`src/rtl/jimmy_core.sv`:
```
`default_nettype none
// jimmy_core: 8-bit multi-cycle Harvard CPU, 4 registers, Z/C flags, fixed I/O ports.
// Rev 1.0 -- fetch / immediate / execute / memory-wait sequencer; never writes memory.
module jimmy_core (
  input  logic       clk,
  input  logic       reset,
  input  logic [7:0] code_data_bus,
  output logic [7:0] code_addr_bus,
  input  logic [7:0] mem_data_bus,
  output logic [7:0] mem_addr_bus,
  input  logic [7:0] in_port_0,
  input  logic [7:0] in_port_3,
  output logic [7:0] out_port_2,
  output logic [3:0] out_strobe
);

  localparam logic [3:0] OP_LDI  = 4'h1;
  localparam logic [3:0] OP_MOV  = 4'h2;
  localparam logic [3:0] OP_ADD  = 4'h3;
  localparam logic [3:0] OP_SUB  = 4'h4;
  localparam logic [3:0] OP_LD   = 4'h5;
  localparam logic [3:0] OP_IN   = 4'h6;
  localparam logic [3:0] OP_OUT  = 4'h7;
  localparam logic [3:0] OP_JMP  = 4'h8;
  localparam logic [3:0] OP_JZ   = 4'h9;
  localparam logic [3:0] OP_JNZ  = 4'hA;
  localparam logic [3:0] OP_JC   = 4'hB;
  localparam logic [3:0] OP_INC  = 4'hC;
  localparam logic [3:0] OP_CMP  = 4'hD;
  localparam logic [3:0] OP_HALT = 4'hE;

  typedef enum logic [2:0] {
    S_F1 = 3'd0,
    S_F2 = 3'd1,
    S_I1 = 3'd2,
    S_I2 = 3'd3,
    S_EX = 3'd4,
    S_M1 = 3'd5,
    S_M2 = 3'd6,
    S_H  = 3'd7
  } state_t;

  state_t     state_q, state_d;
  logic [7:0] pc_q, pc_d;
  logic [7:0] ir_q, ir_d;
  logic [7:0] imm_q, imm_d;
  logic [7:0] rf_q [4];
  logic [7:0] rf_d [4];
  logic       z_q, z_d;
  logic       c_q, c_d;
  logic [7:0] code_addr_q, code_addr_d;
  logic [7:0] mem_addr_q, mem_addr_d;
  logic [7:0] port2_q, port2_d;
  logic [3:0] strobe_q, strobe_d;

  logic [3:0] op;
  logic [1:0] rd_sel;
  logic [1:0] rs_sel;
  logic [7:0] rd_val;
  logic [7:0] rs_val;
  logic [8:0] sum;
  logic [7:0] diff;
  logic [7:0] incv;

  assign op     = ir_q[7:4];
  assign rd_sel = ir_q[3:2];
  assign rs_sel = ir_q[1:0];
  assign rd_val = rf_q[rd_sel];
  assign rs_val = rf_q[rs_sel];
  assign sum    = {1'b0, rd_val} + {1'b0, rs_val};
  assign diff   = rd_val - rs_val;
  assign incv   = rd_val + 8'd1;

  function automatic logic is_two_byte(input logic [3:0] opc);
    return (opc == OP_LDI) || (opc == OP_JMP) || (opc == OP_JZ) ||
           (opc == OP_JNZ) || (opc == OP_JC);
  endfunction

  always_comb begin
    state_d     = state_q;
    pc_d        = pc_q;
    ir_d        = ir_q;
    imm_d       = imm_q;
    rf_d        = rf_q;
    z_d         = z_q;
    c_d         = c_q;
    code_addr_d = code_addr_q;
    mem_addr_d  = mem_addr_q;
    port2_d     = port2_q;
    strobe_d    = 4'b0000;

    case (state_q)
      S_F1: begin
        code_addr_d = pc_q;
        state_d     = S_F2;
      end
      S_F2: begin
        ir_d    = code_data_bus;
        pc_d    = pc_q + 8'd1;
        state_d = is_two_byte(code_data_bus[7:4]) ? S_I1 : S_EX;
      end
      S_I1: begin
        code_addr_d = pc_q;
        state_d     = S_I2;
      end
      S_I2: begin
        imm_d   = code_data_bus;
        pc_d    = pc_q + 8'd1;
        state_d = S_EX;
      end
      S_EX: begin
        state_d = S_F1;
        case (op)
          OP_LDI: rf_d[rd_sel] = imm_q;
          OP_MOV: rf_d[rd_sel] = rs_val;
          OP_ADD: begin
            rf_d[rd_sel] = sum[7:0];
            c_d          = sum[8];
            z_d          = (sum[7:0] == 8'd0);
          end
          OP_SUB: begin
            rf_d[rd_sel] = diff;
            c_d          = (rs_val > rd_val);
            z_d          = (diff == 8'd0);
          end
          OP_LD: begin
            mem_addr_d = rs_val;
            state_d    = S_M1;
          end
          OP_IN: begin
            case (rs_sel)
              2'd0:    rf_d[rd_sel] = in_port_0;
              2'd3:    rf_d[rd_sel] = in_port_3;
              default: rf_d[rd_sel] = 8'd0;
            endcase
          end
          OP_OUT: begin
            strobe_d[rd_sel] = 1'b1;
            if (rd_sel == 2'd2) port2_d = rs_val;
          end
          OP_JMP: pc_d = imm_q;
          OP_JZ:  if (z_q)  pc_d = imm_q;
          OP_JNZ: if (!z_q) pc_d = imm_q;
          OP_JC:  if (c_q)  pc_d = imm_q;
          OP_INC: begin
            rf_d[rd_sel] = incv;
            z_d          = (incv == 8'd0);
            c_d          = (incv == 8'd0);
          end
          OP_CMP: begin
            c_d = (rs_val > rd_val);
            z_d = (diff == 8'd0);
          end
          OP_HALT: state_d = S_H;
          default: ;
        endcase
      end
      // Data arrives one cycle after the address registered in EX.
      S_M1: state_d = S_M2;
      S_M2: begin
        rf_d[rd_sel] = mem_data_bus;
        state_d      = S_F1;
      end
      S_H:     state_d = S_H;
      default: state_d = S_F1;
    endcase
  end

  always_ff @(posedge clk or negedge reset) begin
    if (!reset) begin
      state_q     <= S_F1;
      pc_q        <= 8'd0;
      ir_q        <= 8'd0;
      imm_q       <= 8'd0;
      for (int i = 0; i < 4; i++) rf_q[i] <= 8'd0;
      z_q         <= 1'b0;
      c_q         <= 1'b0;
      code_addr_q <= 8'd0;
      mem_addr_q  <= 8'd0;
      port2_q     <= 8'd0;
      strobe_q    <= 4'b0000;
    end else begin
      state_q     <= state_d;
      pc_q        <= pc_d;
      ir_q        <= ir_d;
      imm_q       <= imm_d;
      rf_q        <= rf_d;
      z_q         <= z_d;
      c_q         <= c_d;
      code_addr_q <= code_addr_d;
      mem_addr_q  <= mem_addr_d;
      port2_q     <= port2_d;
      strobe_q    <= strobe_d;
    end
  end

  assign code_addr_bus = code_addr_q;
  assign mem_addr_bus  = mem_addr_q;
  assign out_port_2    = port2_q;
  assign out_strobe    = strobe_q;

endmodule
`default_nettype wire

```
`config.mk`:
```
export PLATFORM = sky130hd
export DESIGN_NAME = jimmy_core
export DESIGN_NICKNAME = d
export VERILOG_FILES = /design/src/rtl/jimmy_core.sv
export SDC_FILE = /design/constraint.sdc
export NUM_CORES = 1
export LEC_CHECK = 0
export CORE_MARGIN = 2
export CORE_UTILIZATION = 40
export CTS_BUF_LIST = sky130_fd_sc_hd__clkbuf_8
export DETAILED_ROUTE_END_ITERATION = 10
export HOLD_SLACK_MARGIN = 0.03
export PLACE_DENSITY = 0.6
export RECOVER_POWER = 25
export SLEW_MARGIN = 25
export SYNTH_ARGS = -nofsm -noshare
export SYNTH_HDL_FRONTEND = slang
export SYNTH_SLANG_ARGS = --single-unit
export TNS_END_PERCENT = 5
```
`constraint.sdc`:
```
create_clock -name clk -period 3.9 [get_ports clk]
set_clock_uncertainty 0.1 [all_clocks]
set_input_delay 0.78 -clock clk [delete_from_list [all_inputs] [get_ports clk]]
set_output_delay 0.78 -clock clk [all_outputs]
set_load 0.02 [all_outputs]
```
==> results.tsv <==
stage	metric	value	unit
worst_setup_path	R2R Path End	rf_q[13]	
timing	RSZ-0062 raised after global routing	false	
timing	Fmax	270	MHz
global_routing	first-pass GRT wire length	41000	microns
logic_synthesis	most common cell in the netlist	o21ai_0	
die	Die Y	136	microns
worst_setup_path	Setup crit end	rf_q[13]	
worst_setup_path	Worst Path Required	4.08	ns
placed_design	detailed-placement wirelength estimate	20300	microns
global_routing	gr ovfl total	0	
worst_setup_path	cells on worst reg2reg path	10	
clock_tree	post-CTS setup buffer count	0	
logic_synthesis	Post-Syn Area per Cell	8.31	sq um
worst_setup_path	R2R Setup Slk	0.19	ns
worst_setup_path	FF-to-FF Start	ir_q[2]	
route	DR WL/cell	22.9	microns
global_routing	met2 usage	45.2	%
die	die area	18600	sq um
timing	Worst slew margin	-64.1	%
global_routing	initial antenna violation count	0	
worst_setup_path	Worst Setup End Kind	flop	
worst_setup_path	CP startpoint	ir_q[2]	
clock_tree	worst skew pair latency	0.39	ns
logic_synthesis	Area contributors post-synth	dfrtp_1 32%, o21ai_0 8.3%, nand2_1 5.7%	
timing	WHS	0.393	ns
logic_synthesis	Ys Warns	0	
logic_synthesis	Cells after Synth	845	
hold_path	worst min path class	reg2reg	
clock_tree	H-tree Lvls	3	
layout	FILL cells	1675	
die	starting density of the core	40.7	%
status	status	finished with violations	
die	I/O pin count	62	
global_routing	vias in the first global route	6883	
clock_tree	Clock Tree Buf Depth	2	
global_routing	gr usage total	29.4	%
timing	Slew Limit Fails	42	
timing	fin crit share	95.1	%
worst_setup_path	critical path launch point type	flop	
flow_run	Max Cap Violations	1	
clock_tree	TritonCTS buffer count	9	
placed_design	Port-buffer cells	61	
route	drt total wl	26200	microns
worst_setup_path	crit-path most repeated cell	or4_1	
logic_synthesis	top-area cell type share of the netlist area	31.7	%
clock_tree	Sink Count	89	
timing	Setup violations, final	0	
worst_setup_path	CP Max Fanout	16	
timing	Fin. Hold Viols	0	
logic_synthesis	post-synth top area cell	dfrtp_1	
route	First-pass DRT Iterations	6	
worst_setup_path	Worst path depth	10	
worst_setup_path	CP Cell Sequence	buf_4 -> mux4_2 -> ha_1 -> nor2b_1 -> o2111a_1 -> or4_1 -> nand3_1 -> nand2_1 -> or4_1 -> a32o_1	
worst_setup_path	Crit path max-delay family	simple AND/OR/NAND/NOR gates	
timing	setup TNS	0	ns
die	Cell Rows	48	
logic_synthesis	Post-synth top cells	116 x o21ai_0, 106 x nand2_1, 89 x dfrtp_1	
logic_synthesis	ys async rst share	100	%
worst_setup_path	Worst EP arrival	3.89	ns
logic_synthesis	number of synthesized register bits	89	
layout	final net count	974	
route	DRC viols	0	
status	violated checks	capacitance limit, slew limit	
logic_synthesis	sequential area share after synthesis	31.7	%
logic_synthesis	Post-Syn Nets	902	
die	Die X	136	microns
logic_synthesis	mapped cell area	7020	sq um
global_routing	gr busiest metal	met2	
global_routing	M1 GR Usage	40.6	%
timing	Worst Tran Pin Value	2.46	ns
worst_setup_path	Setup CP Type	reg2reg	
layout	layout cell share with drive strength beyond 1	14.6	%
logic_synthesis	Synth cell types	79	
route	via count	7215	
clock_tree	CTS Root Cell	clkbuf_8	
route	Routed Antenna Nets	0	
route	vias per cell	6.29	
layout	area added between synthesis and finish	17.9	%
logic_synthesis	dominant synthesized flop cell	dfrtp_1	
timing	Final Critical Period	3.71	ns
global_routing	largest net degree at the start of global routing	42	
clock_tree	TritonCTS clock tree	built	
placed_design	Final Wtd Congestion	1.02	
clock_tree	Worst-path clk slew	0.11	ns
layout	n_diodes	0	
route	DRT iter0 DRCs	870	
worst_setup_path	CP max stage delay	0.63	ns
worst_setup_path	CP max-delay cell	mux4_2	
worst_setup_path	CP Buf/Inv Count	1	
die	core area	17200	sq um
logic_synthesis	Post-synth EDFFs	0	
global_routing	M3 GR Usage	5.41	%
clock_tree	Post-CTS Hold Buffers	0	
[state kept, by name, summed over array words and instances, names as in the netlist]
name,cells
pc_q,8
imm_q,8
z_q,1
state_q,3
c_q,1
mem_addr_bus,8
ir_q,8
out_port_2,8
code_addr_bus,8
out_strobe,4
rf_q,32
[cell usage in the layout, fill, tap and decap left out, types with 15 or more instances in the layout]
cell             netlist  final
o21ai_0              116    115
mux2_2                28     28
nand3_1               24     24
inv_1                 25     25
clkdlybuf4s50_1        0     60
ha_1                  21     21
nand2b_1              15     15
buf_4                  1     56
nor2_1                54     54
nand2_1              106    106
dfrtp_1               89     88
a21oi_1               73     73
mux4_2                16     16
[worst min path at each step]
stage / from / depth (start not counted) / to
finish: mem_addr_bus[5] / 2 / mem_addr_bus[5]
global route: mem_addr_bus[5] / 2 / mem_addr_bus[5]
CTS: reset / 1 / mem_addr_bus[5]
detailed placement: mem_addr_bus[5] / 2 / mem_addr_bus[5]
global placement: mem_addr_bus[6] / 2 / mem_addr_bus[6]
floorplan: rf_q[19] / 2 / rf_q[19]
[worst reg2reg max path: stages (launching register included)]
cell	delay, ns
dfrtp_1	0.39
buf_4	0.27
mux4_2	0.63
ha_1	0.32
nor2b_1	0.15
o2111a_1	0.24
or4_1	0.53
nand3_1	0.12
nand2_1	0.12
or4_1	0.48
a32o_1	0.27
[cells by family (layout without fill, tap and decap cells)]
group                      count (synthesis)  in the layout  share of synthesized area, %
xor gates and xnor gates                  13             13                          1.62
AOI/OAI and AO/OA                        306            306                          27.0
adders and majority gates                 23             23                          4.31
muxes                                     50             50                          10.5
buffers and inverters                     83            160                          4.99
and+or+nand+nor                          281            281                          19.9
DFF                                       89             89                          31.7
[area by class of cell]
cell class	instances	area, sq um	area share (%)
Clock buffer	9	124	1.50
Clock inverter	7	62.6	0.756
Inverter	25	93.8	1.13
Multi-Input combinational cell	673	4450	53.8
Sequential cell	89	2230	26.9
Tap cell	225	282	3.40
Timing Repair Buffer	119	1030	12.5
[metal layers]
metal  wire, microns  vias to the layer above
met5               0                        -
met4             968                        0
met3            2280                       63
met2           11700                      390
met1           11200                     3490
li1                -                     3272
[timing repair]
action | 4_1_cts | 5_1_grt
setup endpoints to repair | 0 | 10
gates resized for setup | 0 | 3
hold endpoints to repair | 0 | 0
[per-stage QoR]
stage / instance area (sq um) / instances / setup slack, ns / utilization (%)
2_1_floorplan: 7020 / 845 / 0.386 / -
3_3_place_gp: 8090 / 1131 / 0.159 / 47.0
3_5_place_dp: 8090 / 1131 / 0.113 / 47.0
4_1_cts: 8280 / 1147 / 0.0866 / 48.0
5_1_grt: 8270 / 1147 / 0.00109 / 48.0
6_report: 8270 / 1147 / 0.190 / 48.0
Power is left out: the tool's default activity adds up to more than one toggle a clock period on the data nets, which glitch-free logic cannot reach.
